===== src/rtl/uart_pkg.sv =====
// Shared definitions for uart_fifo_core: parity modes, FSM state encodings,
// and helpers that derive the baud divider and its counter width.
package uart_pkg;

  localparam int unsigned PAR_NONE = 0;
  localparam int unsigned PAR_EVEN = 1;
  localparam int unsigned PAR_ODD  = 2;

  typedef enum logic [2:0] {
    TX_IDLE,
    TX_START,
    TX_DATA,
    TX_PARITY,
    TX_STOP
  } tx_state_t;

  typedef enum logic [2:0] {
    RX_IDLE,
    RX_START,
    RX_DATA,
    RX_PARITY,
    RX_STOP,
    RX_BREAK
  } rx_state_t;

  function automatic int unsigned calc_div(input int unsigned clk_freq,
                                           input int unsigned baud);
    return clk_freq / baud;
  endfunction

  // Wide enough for a two-stop-bit period (2*DIV cycles)
  function automatic int unsigned cnt_width(input int unsigned div);
    return $clog2(2 * div + 1);
  endfunction

endpackage


===== src/rtl/sync_fifo.sv =====
// Single-clock show-ahead FIFO; a push is accepted while full if a pop
// happens in the same cycle.
module sync_fifo #(
  parameter int unsigned WIDTH = 8,
  parameter int unsigned DEPTH = 16
) (
  input  logic                   clk,
  input  logic                   nreset,
  input  logic                   push,
  input  logic [WIDTH-1:0]       push_data,
  input  logic                   pop,
  output logic [WIDTH-1:0]       head,
  output logic                   full,
  output logic                   empty,
  output logic [$clog2(DEPTH):0] level
);

  localparam int unsigned AW = $clog2(DEPTH);
  localparam logic [AW:0] FULL_LVL = (AW+1)'(DEPTH);

  logic [WIDTH-1:0] mem [DEPTH];
  logic [AW-1:0]    wr_ptr;
  logic [AW-1:0]    rd_ptr;
  logic             do_push;
  logic             do_pop;

  assign do_pop  = pop && !empty;
  assign do_push = push && (!full || do_pop);

  always_ff @(posedge clk or negedge nreset) begin
    if (!nreset) begin
      for (int unsigned i = 0; i < DEPTH; i++) mem[i] <= '0;
      wr_ptr <= '0;
      rd_ptr <= '0;
      level  <= '0;
    end else begin
      if (do_push) begin
        mem[wr_ptr] <= push_data;
        wr_ptr      <= wr_ptr + 1'b1;
      end
      if (do_pop) rd_ptr <= rd_ptr + 1'b1;
      if (do_push && !do_pop)      level <= level + 1'b1;
      else if (do_pop && !do_push) level <= level - 1'b1;
    end
  end

  assign head  = mem[rd_ptr];
  assign full  = (level == FULL_LVL);
  assign empty = (level == '0);

endmodule


===== src/rtl/uart_fifo_core.sv =====
// Full-duplex UART with TX/RX FIFOs and sticky RX error flags.
// Optional macro UART_LOOPBACK_EN adds a 'loopback' port routing TX to RX.
module uart_fifo_core
  import uart_pkg::*;
#(
  parameter int unsigned CLK_FREQ    = 50_000_000,
  parameter int unsigned BAUD_RATE   = 9600,
  parameter int unsigned WORD_LEN    = 8,
  parameter int unsigned FIFO_DEPTH  = 16,
  parameter int unsigned PARITY_MODE = 0,
  parameter int unsigned STOP_BITS   = 1
) (
  input  logic                        clk,
  input  logic                        nreset,
  input  logic                        rx_i,
  output logic                        tx_o,
  input  logic [WORD_LEN-1:0]         tx_data,
  input  logic                        tx_valid,
  output logic                        tx_ready,
  output logic [WORD_LEN-1:0]         rx_data,
  output logic                        rx_valid,
  input  logic                        rx_ready,
  output logic [$clog2(FIFO_DEPTH):0] tx_level,
  output logic [$clog2(FIFO_DEPTH):0] rx_level,
  output logic                        parity_err,
  output logic                        frame_err,
  output logic                        overrun_err,
  input  logic                        err_clr
`ifdef UART_LOOPBACK_EN
  ,
  input  logic                        loopback
`endif
);

  localparam int unsigned DIV = calc_div(CLK_FREQ, BAUD_RATE);
  localparam int unsigned CW  = cnt_width(DIV);
  localparam int unsigned BW  = $clog2(WORD_LEN);
  localparam logic [CW-1:0] DIV_M1   = CW'(DIV - 1);
  localparam logic [CW-1:0] HALF_M1  = CW'(DIV / 2 - 1);
  localparam logic [CW-1:0] STOP_M1  = CW'(STOP_BITS * DIV - 1);
  localparam logic [BW-1:0] LAST_BIT = BW'(WORD_LEN - 1);
  localparam logic          USE_PAR  = (PARITY_MODE != PAR_NONE);
  localparam logic          ODD_BIT  = (PARITY_MODE == PAR_ODD);

  // ---------------- TX path ----------------
  tx_state_t          tx_state;
  logic [CW-1:0]      tx_cnt;
  logic [BW-1:0]      tx_bit;
  logic [WORD_LEN-1:0] tx_shift;
  logic [WORD_LEN-1:0] tx_head;
  logic               tx_par;
  logic               tx_line;
  logic               tx_full;
  logic               tx_empty;
  logic               tx_pop;

  assign tx_pop   = (tx_state == TX_IDLE) && !tx_empty;
  assign tx_ready = !tx_full;

  sync_fifo #(.WIDTH(WORD_LEN), .DEPTH(FIFO_DEPTH)) u_tx_fifo (
    .clk       (clk),
    .nreset    (nreset),
    .push      (tx_valid),
    .push_data (tx_data),
    .pop       (tx_pop),
    .head      (tx_head),
    .full      (tx_full),
    .empty     (tx_empty),
    .level     (tx_level)
  );

  always_ff @(posedge clk or negedge nreset) begin
    if (!nreset) begin
      tx_state <= TX_IDLE;
      tx_cnt   <= '0;
      tx_bit   <= '0;
      tx_shift <= '0;
      tx_par   <= 1'b0;
      tx_line  <= 1'b1;
    end else begin
      tx_cnt <= tx_cnt + 1'b1;
      case (tx_state)
        TX_IDLE: begin
          tx_cnt <= '0;
          if (!tx_empty) begin
            tx_shift <= tx_head;
            tx_par   <= (^tx_head) ^ ODD_BIT;
            tx_line  <= 1'b0;
            tx_state <= TX_START;
          end
        end
        TX_START: if (tx_cnt == DIV_M1) begin
          tx_cnt   <= '0;
          tx_bit   <= '0;
          tx_line  <= tx_shift[0];
          tx_state <= TX_DATA;
        end
        TX_DATA: if (tx_cnt == DIV_M1) begin
          tx_cnt <= '0;
          if (tx_bit == LAST_BIT) begin
            tx_line  <= USE_PAR ? tx_par : 1'b1;
            tx_state <= USE_PAR ? TX_PARITY : TX_STOP;
          end else begin
            tx_bit   <= tx_bit + 1'b1;
            tx_shift <= tx_shift >> 1;
            tx_line  <= tx_shift[1];
          end
        end
        TX_PARITY: if (tx_cnt == DIV_M1) begin
          tx_cnt   <= '0;
          tx_line  <= 1'b1;
          tx_state <= TX_STOP;
        end
        TX_STOP: if (tx_cnt == STOP_M1) begin
          tx_cnt   <= '0;
          tx_state <= TX_IDLE;
        end
        default: tx_state <= TX_IDLE;
      endcase
    end
  end

  // ---------------- RX path ----------------
  rx_state_t           rx_state;
  logic [CW-1:0]       rx_cnt;
  logic [BW-1:0]       rx_bit;
  logic [WORD_LEN-1:0] rx_shift;
  logic                rx_src;
  logic                rx_meta;
  logic                rx_sync;
  logic                rx_prev;
  logic                rx_push;
  logic                rx_full;
  logic                rx_empty;

  assign rx_valid = !rx_empty;

`ifdef UART_LOOPBACK_EN
  logic loop_active;

  // Mode only changes when neither direction is mid-frame
  always_ff @(posedge clk or negedge nreset) begin
    if (!nreset) loop_active <= 1'b0;
    else if (tx_state == TX_IDLE && rx_state == RX_IDLE) loop_active <= loopback;
  end

  assign rx_src = loop_active ? tx_line : rx_i;
  assign tx_o   = loop_active ? 1'b1 : tx_line;
`else
  assign rx_src = rx_i;
  assign tx_o   = tx_line;
`endif

  sync_fifo #(.WIDTH(WORD_LEN), .DEPTH(FIFO_DEPTH)) u_rx_fifo (
    .clk       (clk),
    .nreset    (nreset),
    .push      (rx_push),
    .push_data (rx_shift),
    .pop       (rx_ready),
    .head      (rx_data),
    .full      (rx_full),
    .empty     (rx_empty),
    .level     (rx_level)
  );

  always_ff @(posedge clk or negedge nreset) begin
    if (!nreset) begin
      rx_meta     <= 1'b1;
      rx_sync     <= 1'b1;
      rx_prev     <= 1'b1;
      rx_state    <= RX_IDLE;
      rx_cnt      <= '0;
      rx_bit      <= '0;
      rx_shift    <= '0;
      rx_push     <= 1'b0;
      parity_err  <= 1'b0;
      frame_err   <= 1'b0;
      overrun_err <= 1'b0;
    end else begin
      rx_meta <= rx_src;
      rx_sync <= rx_meta;
      rx_prev <= rx_sync;
      rx_push <= 1'b0;
      rx_cnt  <= rx_cnt + 1'b1;

      // Clear first so that an error raised below in the same cycle wins
      if (err_clr) begin
        parity_err  <= 1'b0;
        frame_err   <= 1'b0;
        overrun_err <= 1'b0;
      end
      if (rx_push && rx_full && !rx_ready) overrun_err <= 1'b1;

      case (rx_state)
        RX_IDLE: begin
          rx_cnt <= '0;
          if (rx_prev && !rx_sync) rx_state <= RX_START;
        end
        RX_START: if (rx_cnt == HALF_M1) begin
          rx_cnt   <= '0;
          rx_bit   <= '0;
          rx_state <= rx_sync ? RX_IDLE : RX_DATA;
        end
        RX_DATA: if (rx_cnt == DIV_M1) begin
          rx_cnt   <= '0;
          rx_shift <= {rx_sync, rx_shift[WORD_LEN-1:1]};
          rx_bit   <= rx_bit + 1'b1;
          if (rx_bit == LAST_BIT) rx_state <= USE_PAR ? RX_PARITY : RX_STOP;
        end
        RX_PARITY: if (rx_cnt == DIV_M1) begin
          rx_cnt <= '0;
          if (((^rx_shift) ^ rx_sync) != ODD_BIT) parity_err <= 1'b1;
          rx_state <= RX_STOP;
        end
        RX_STOP: if (rx_cnt == DIV_M1) begin
          rx_cnt <= '0;
          if (rx_sync) begin
            rx_push  <= 1'b1;
            rx_state <= RX_IDLE;
          end else begin
            frame_err <= 1'b1;
            rx_state  <= RX_BREAK;
          end
        end
        RX_BREAK: begin
          rx_cnt <= '0;
          if (rx_sync) rx_state <= RX_IDLE;
        end
        default: rx_state <= RX_IDLE;
      endcase
    end
  end

endmodule


===== config.mk =====
export PLATFORM = sky130hd
export DESIGN_NAME = uart_fifo_core
export DESIGN_NICKNAME = d
export VERILOG_FILES = /design/src/rtl/uart_pkg.sv /design/src/rtl/sync_fifo.sv /design/src/rtl/uart_fifo_core.sv
export SDC_FILE = /design/constraint.sdc
export NUM_CORES = 1
export LEC_CHECK = 0
export CAP_MARGIN = 20
export CORE_MARGIN = 2
export CORE_UTILIZATION = 41
export DETAILED_ROUTE_END_ITERATION = 8
export GPL_TIMING_DRIVEN = 0
export SKIP_LAST_GASP = 1
export SYNTH_ARGS = -nofsm -noshare
export SYNTH_HDL_FRONTEND = slang
export SYNTH_HIERARCHICAL = 1
export SYNTH_SLANG_ARGS = --single-unit
export TNS_END_PERCENT = 1

===== constraint.sdc =====
create_clock -name clk -period 5.2 [get_ports clk]
set_clock_uncertainty 0.2 [all_clocks]
set_input_delay 0.52 -clock clk [delete_from_list [all_inputs] [get_ports clk]]
set_output_delay 0.52 -clock clk [all_outputs]
set_load 0.01 [all_outputs]

==> flow_summary.json <==
{
  "synth-async-reset-ratio_pct": 100,
  "antenna_found_initial": 0,
  "worstMarginPinSlew_ns": 0.949,
  "antenna_cells": 0,
  "ios": 38,
  "row_count": 73,
  "rsz0062_at_grt": "false",
  "stdcell_area_mm2": 0.0190,
  "start_util_pct": 41.6,
  "synth_top_area_share_pct": 51.6,
  "core-area_mm2": 0.0398,
  "cts_num_sinks": 346,
  "ant_nets": 0,
  "setup_viol": 0,
  "fmax_mhz": 251,
  "synth-main-ff-cell": "dfrtp_1",
  "grt_pass1_vias": 10179,
  "worst-setup-path-type": "flop to primary output",
  "slew_headroom_pct": 36.5,
  "grt_util_all_layers_pct": 17.0,
  "wire_per_inst_um": 18.9,
  "hold_violations": 0,
  "drive_gt1_share_pct": 35.1,
  "crit_fanout": 10,
  "grt-busiest-layer": "met2",
  "crit_arrival_ns": 3.26,
  "cts-root-buf": "clkbuf_16",
  "startpoint": "u_rx_fifo/rd_ptr[1]$_DFFE_PN0P_",
  "dpl.hpwl_um": 23000,
  "synthDistinctLibCells": 62,
  "period_share_pct": 76.5,
  "synth_top_cells_by_area": "dfrtp_1 (52%), mux2_2 (13%), mux4_2 (8.7%), mux2_4 (5.8%), ha_1 (1.9%)",
  "clock_latency_ns": 0.54,
  "nets": 1300,
  "cp-start-kind": "flop",
  "grt_overflow_total": 0,
  "crit_family": "buffers and inverters",
  "post-route-drc-count": 0,
  "yosysMostFrequentCell": "dfrtp_1",
  "viasPerCell": 5.28,
  "slowest_stage": "clkbuf_1",
  "ys_seq_area_share_pct": 52.2,
  "drt-initial-drc-count": 464,
  "ys_ff_latch": 346,
  "post-route-min-period_ns": 3.98,
  "fp.dieH_um": 205,
  "drt_wl_total_um": 34300,
  "dr.pass1.iters": 4,
  "ir_drop_uv": 300,
  "grt_pass1_wl_um": 56400,
  "cts_buffers": 39,
  "post_dp_cell_area_mm2": 0.0177,
  "dieArea_mm2": 0.0421,
  "crit_top_cell": "clkbuf_1",
  "synth_area_mm2": 0.0166,
  "grt_start_max_net_pins": 119,
  "holdCritPathClass": "flop to flop",
  "ctsLongestPathBuffers": 3,
  "cellPowerDensity_mw_per_mm2": 463,
  "cts_tree": "yes",
  "cpPeakStageDelay_ns": 0.66,
  "grt_use_met1_pct": 23.1,
  "cap_violations": 0,
  "syn_avg_cell_area_um2": 14.1,
  "final.setup.tns_ns": 0,
  "use_met3_pct": 2.42,
  "synth-edff-count": 0,
  "p_leak_nw": 8.41,
  "synthCells": 1173,
  "hold_start": "rx_meta$_DFF_PN1_",
  "regToRegStartpoint": "u_tx_fifo/level[0]$_DFFE_PN0P_",
  "gp_congestion": 0.758,
  "grtUsageMet2_pct": 28.8,
  "postCtsSetupBuffers": 0,
  "crit_path_end_kind": "primary output",
  "synthesis.nets": 1214,
  "crit_buf_inv": 3,
  "cts_max_level": 2,
  "crit_path_cell_trace": "clkbuf_1, clkbuf_1, mux4_2, a22oi_1, nand2_1, clkdlybuf4s50_1",
  "ys_top_cells_by_count": "dfrtp_1 (342), mux2_2 (195), nand2_1 (66)",
  "maxSlewViolCount": 0,
  "num_vias": 9584,
  "status": "finished, final reports clean",
  "area_growth_pct": 14.8,
  "yosysWarnings": 6,
  "cts.reportedPaths.clkPinSlew_ns": 0.06,
  "yosysTopAreaCell": "dfrtp_1",
  "die_x_um": 205,
  "crit_required_ns": 4.48,
  "port_buffers": 37
}
[registers in the layout, indices dropped and copies added (netlist names), 3 cells and up]
register,cells
rx_bit,3
rx_cnt,14
rx_shift,8
rx_state,3
tx_bit,3
tx_cnt,14
tx_shift,8
tx_state,3
u_rx_fifo/level,5
u_rx_fifo/mem,128
u_rx_fifo/rd_ptr,4
u_rx_fifo/wr_ptr,4
u_tx_fifo/level,5
u_tx_fifo/mem,128
u_tx_fifo/rd_ptr,4
u_tx_fifo/wr_ptr,4
[per-stage QoR]
stage          worst slack, ns  hold WS, ns  utilization (%)  instances  total power, mW
5_1_grt                  0.887        0.166             47.8       1814             9.33
3_3_place_gp            -11.89        0.150             44.2       1735             6.02
4_1_cts                   1.11        0.161             47.8       1811             8.94
2_1_floorplan             1.56       0.0244                -       1173             5.43
6_report                  1.22        0.161             47.8       1814             8.82
3_5_place_dp              1.25        0.148             44.5       1739             6.09
[worst paths after layout]
path	endpoint	slack [ns]	cells past startpoint
max	rx_data[1]	1.22	6
min	rx_sync$_DFF_PN1_	0.16	0
max reg2reg	u_tx_fifo/level[4]$_DFFE_PN0P_	1.25	16
min reg2reg	rx_sync$_DFF_PN1_	0.16	0
max in group asynchronous	u_tx_fifo/mem[10]$_DFFE_PN0P_	3.20	4
min in group asynchronous	rx_cnt[13]$_DFF_PN0_	0.28	2
[cells in the final DEF, fill, tap and decap left out, types with 5 or more instances in the layout]
cell,count
nor2_2,12
buf_1,7
nor3_2,7
nor3_1,8
a21oi_1,7
clkbuf_16,39
nand2_1,66
mux2i_1,10
or3_1,5
xor2_1,19
clkdlybuf4s50_1,36
o21ai_0,21
and3_1,6
nor2_1,47
clkbuf_1,51
nand4_1,8
nor3_4,9
clkbuf_8,6
clkinv_2,6
nand2b_1,7
buf_2,11
ha_1,25
mux4_2,64
mux2_2,195
mux2_4,64
dfrtp_1,342
xnor2_1,31
nand3_1,16
a22oi_1,32
nor2b_1,10
inv_1,27
mux2_1,7
[power breakdown]
part,switching (mW),internal (mW)
sequential,0.358,3.30
combinational,1.07,1.31
clock,1.11,1.68
[routing by layer]
| metal | part of all wire, % | vias to the layer above |
|---|---|---|
| li1 | - | 4453 |
| met1 | 46 | 4962 |
| met2 | 49 | 121 |
| met3 | 2.8 | 48 |
| met4 | 1.9 | 0 |
| met5 | 0 | - |
[what timing repair did]
item / in CTS / in global routing
endpoints found under the hold margin: 42 / 0
gates resized for setup: 0 / 0
hold buffers: 1 / 0
[cell type report]
cell class                      count  area [um^2]
Buffer                             63          280
Clock buffer                       53         1090
Clock inverter                     18          215
Fill cell                        3550        20800
Inverter                           27          101
Multi-Input combinational cell    737         7540
Sequential cell                   346         8660
Tap cell                          525          657
Timing Repair Buffer               45          495
[worst register-to-register path: stages, from the launching register on]
cell and delay (ns):
dfrtp_1 0.44, or4_4 0.53, buf_6 0.15, nor2_1 0.11
nor2_1 0.06, nand2_1 0.11, inv_1 0.13, nor3_4 0.40
buf_12 0.22, nor2b_2 0.08, ha_1 0.28, inv_1 0.17
ha_1 0.26, nor2b_1 0.15, o21a_1 0.19, o2111ai_1 0.20
o311ai_0 0.14
[kinds of logic (layout without fill, tap and decap cells)]
family          after synthesis  in the layout  synth area share, %
compound gates               95             95                 4.17
xor+xnor                     50             50                 2.64
buf+inv                      90            206                 2.30
simple gates                224            224                 7.66
mux                         340            340                 28.8
fa+ha+maj                    28             28                 2.19
flops                       346            346                 52.2
(Power assumes the default switching activity.)
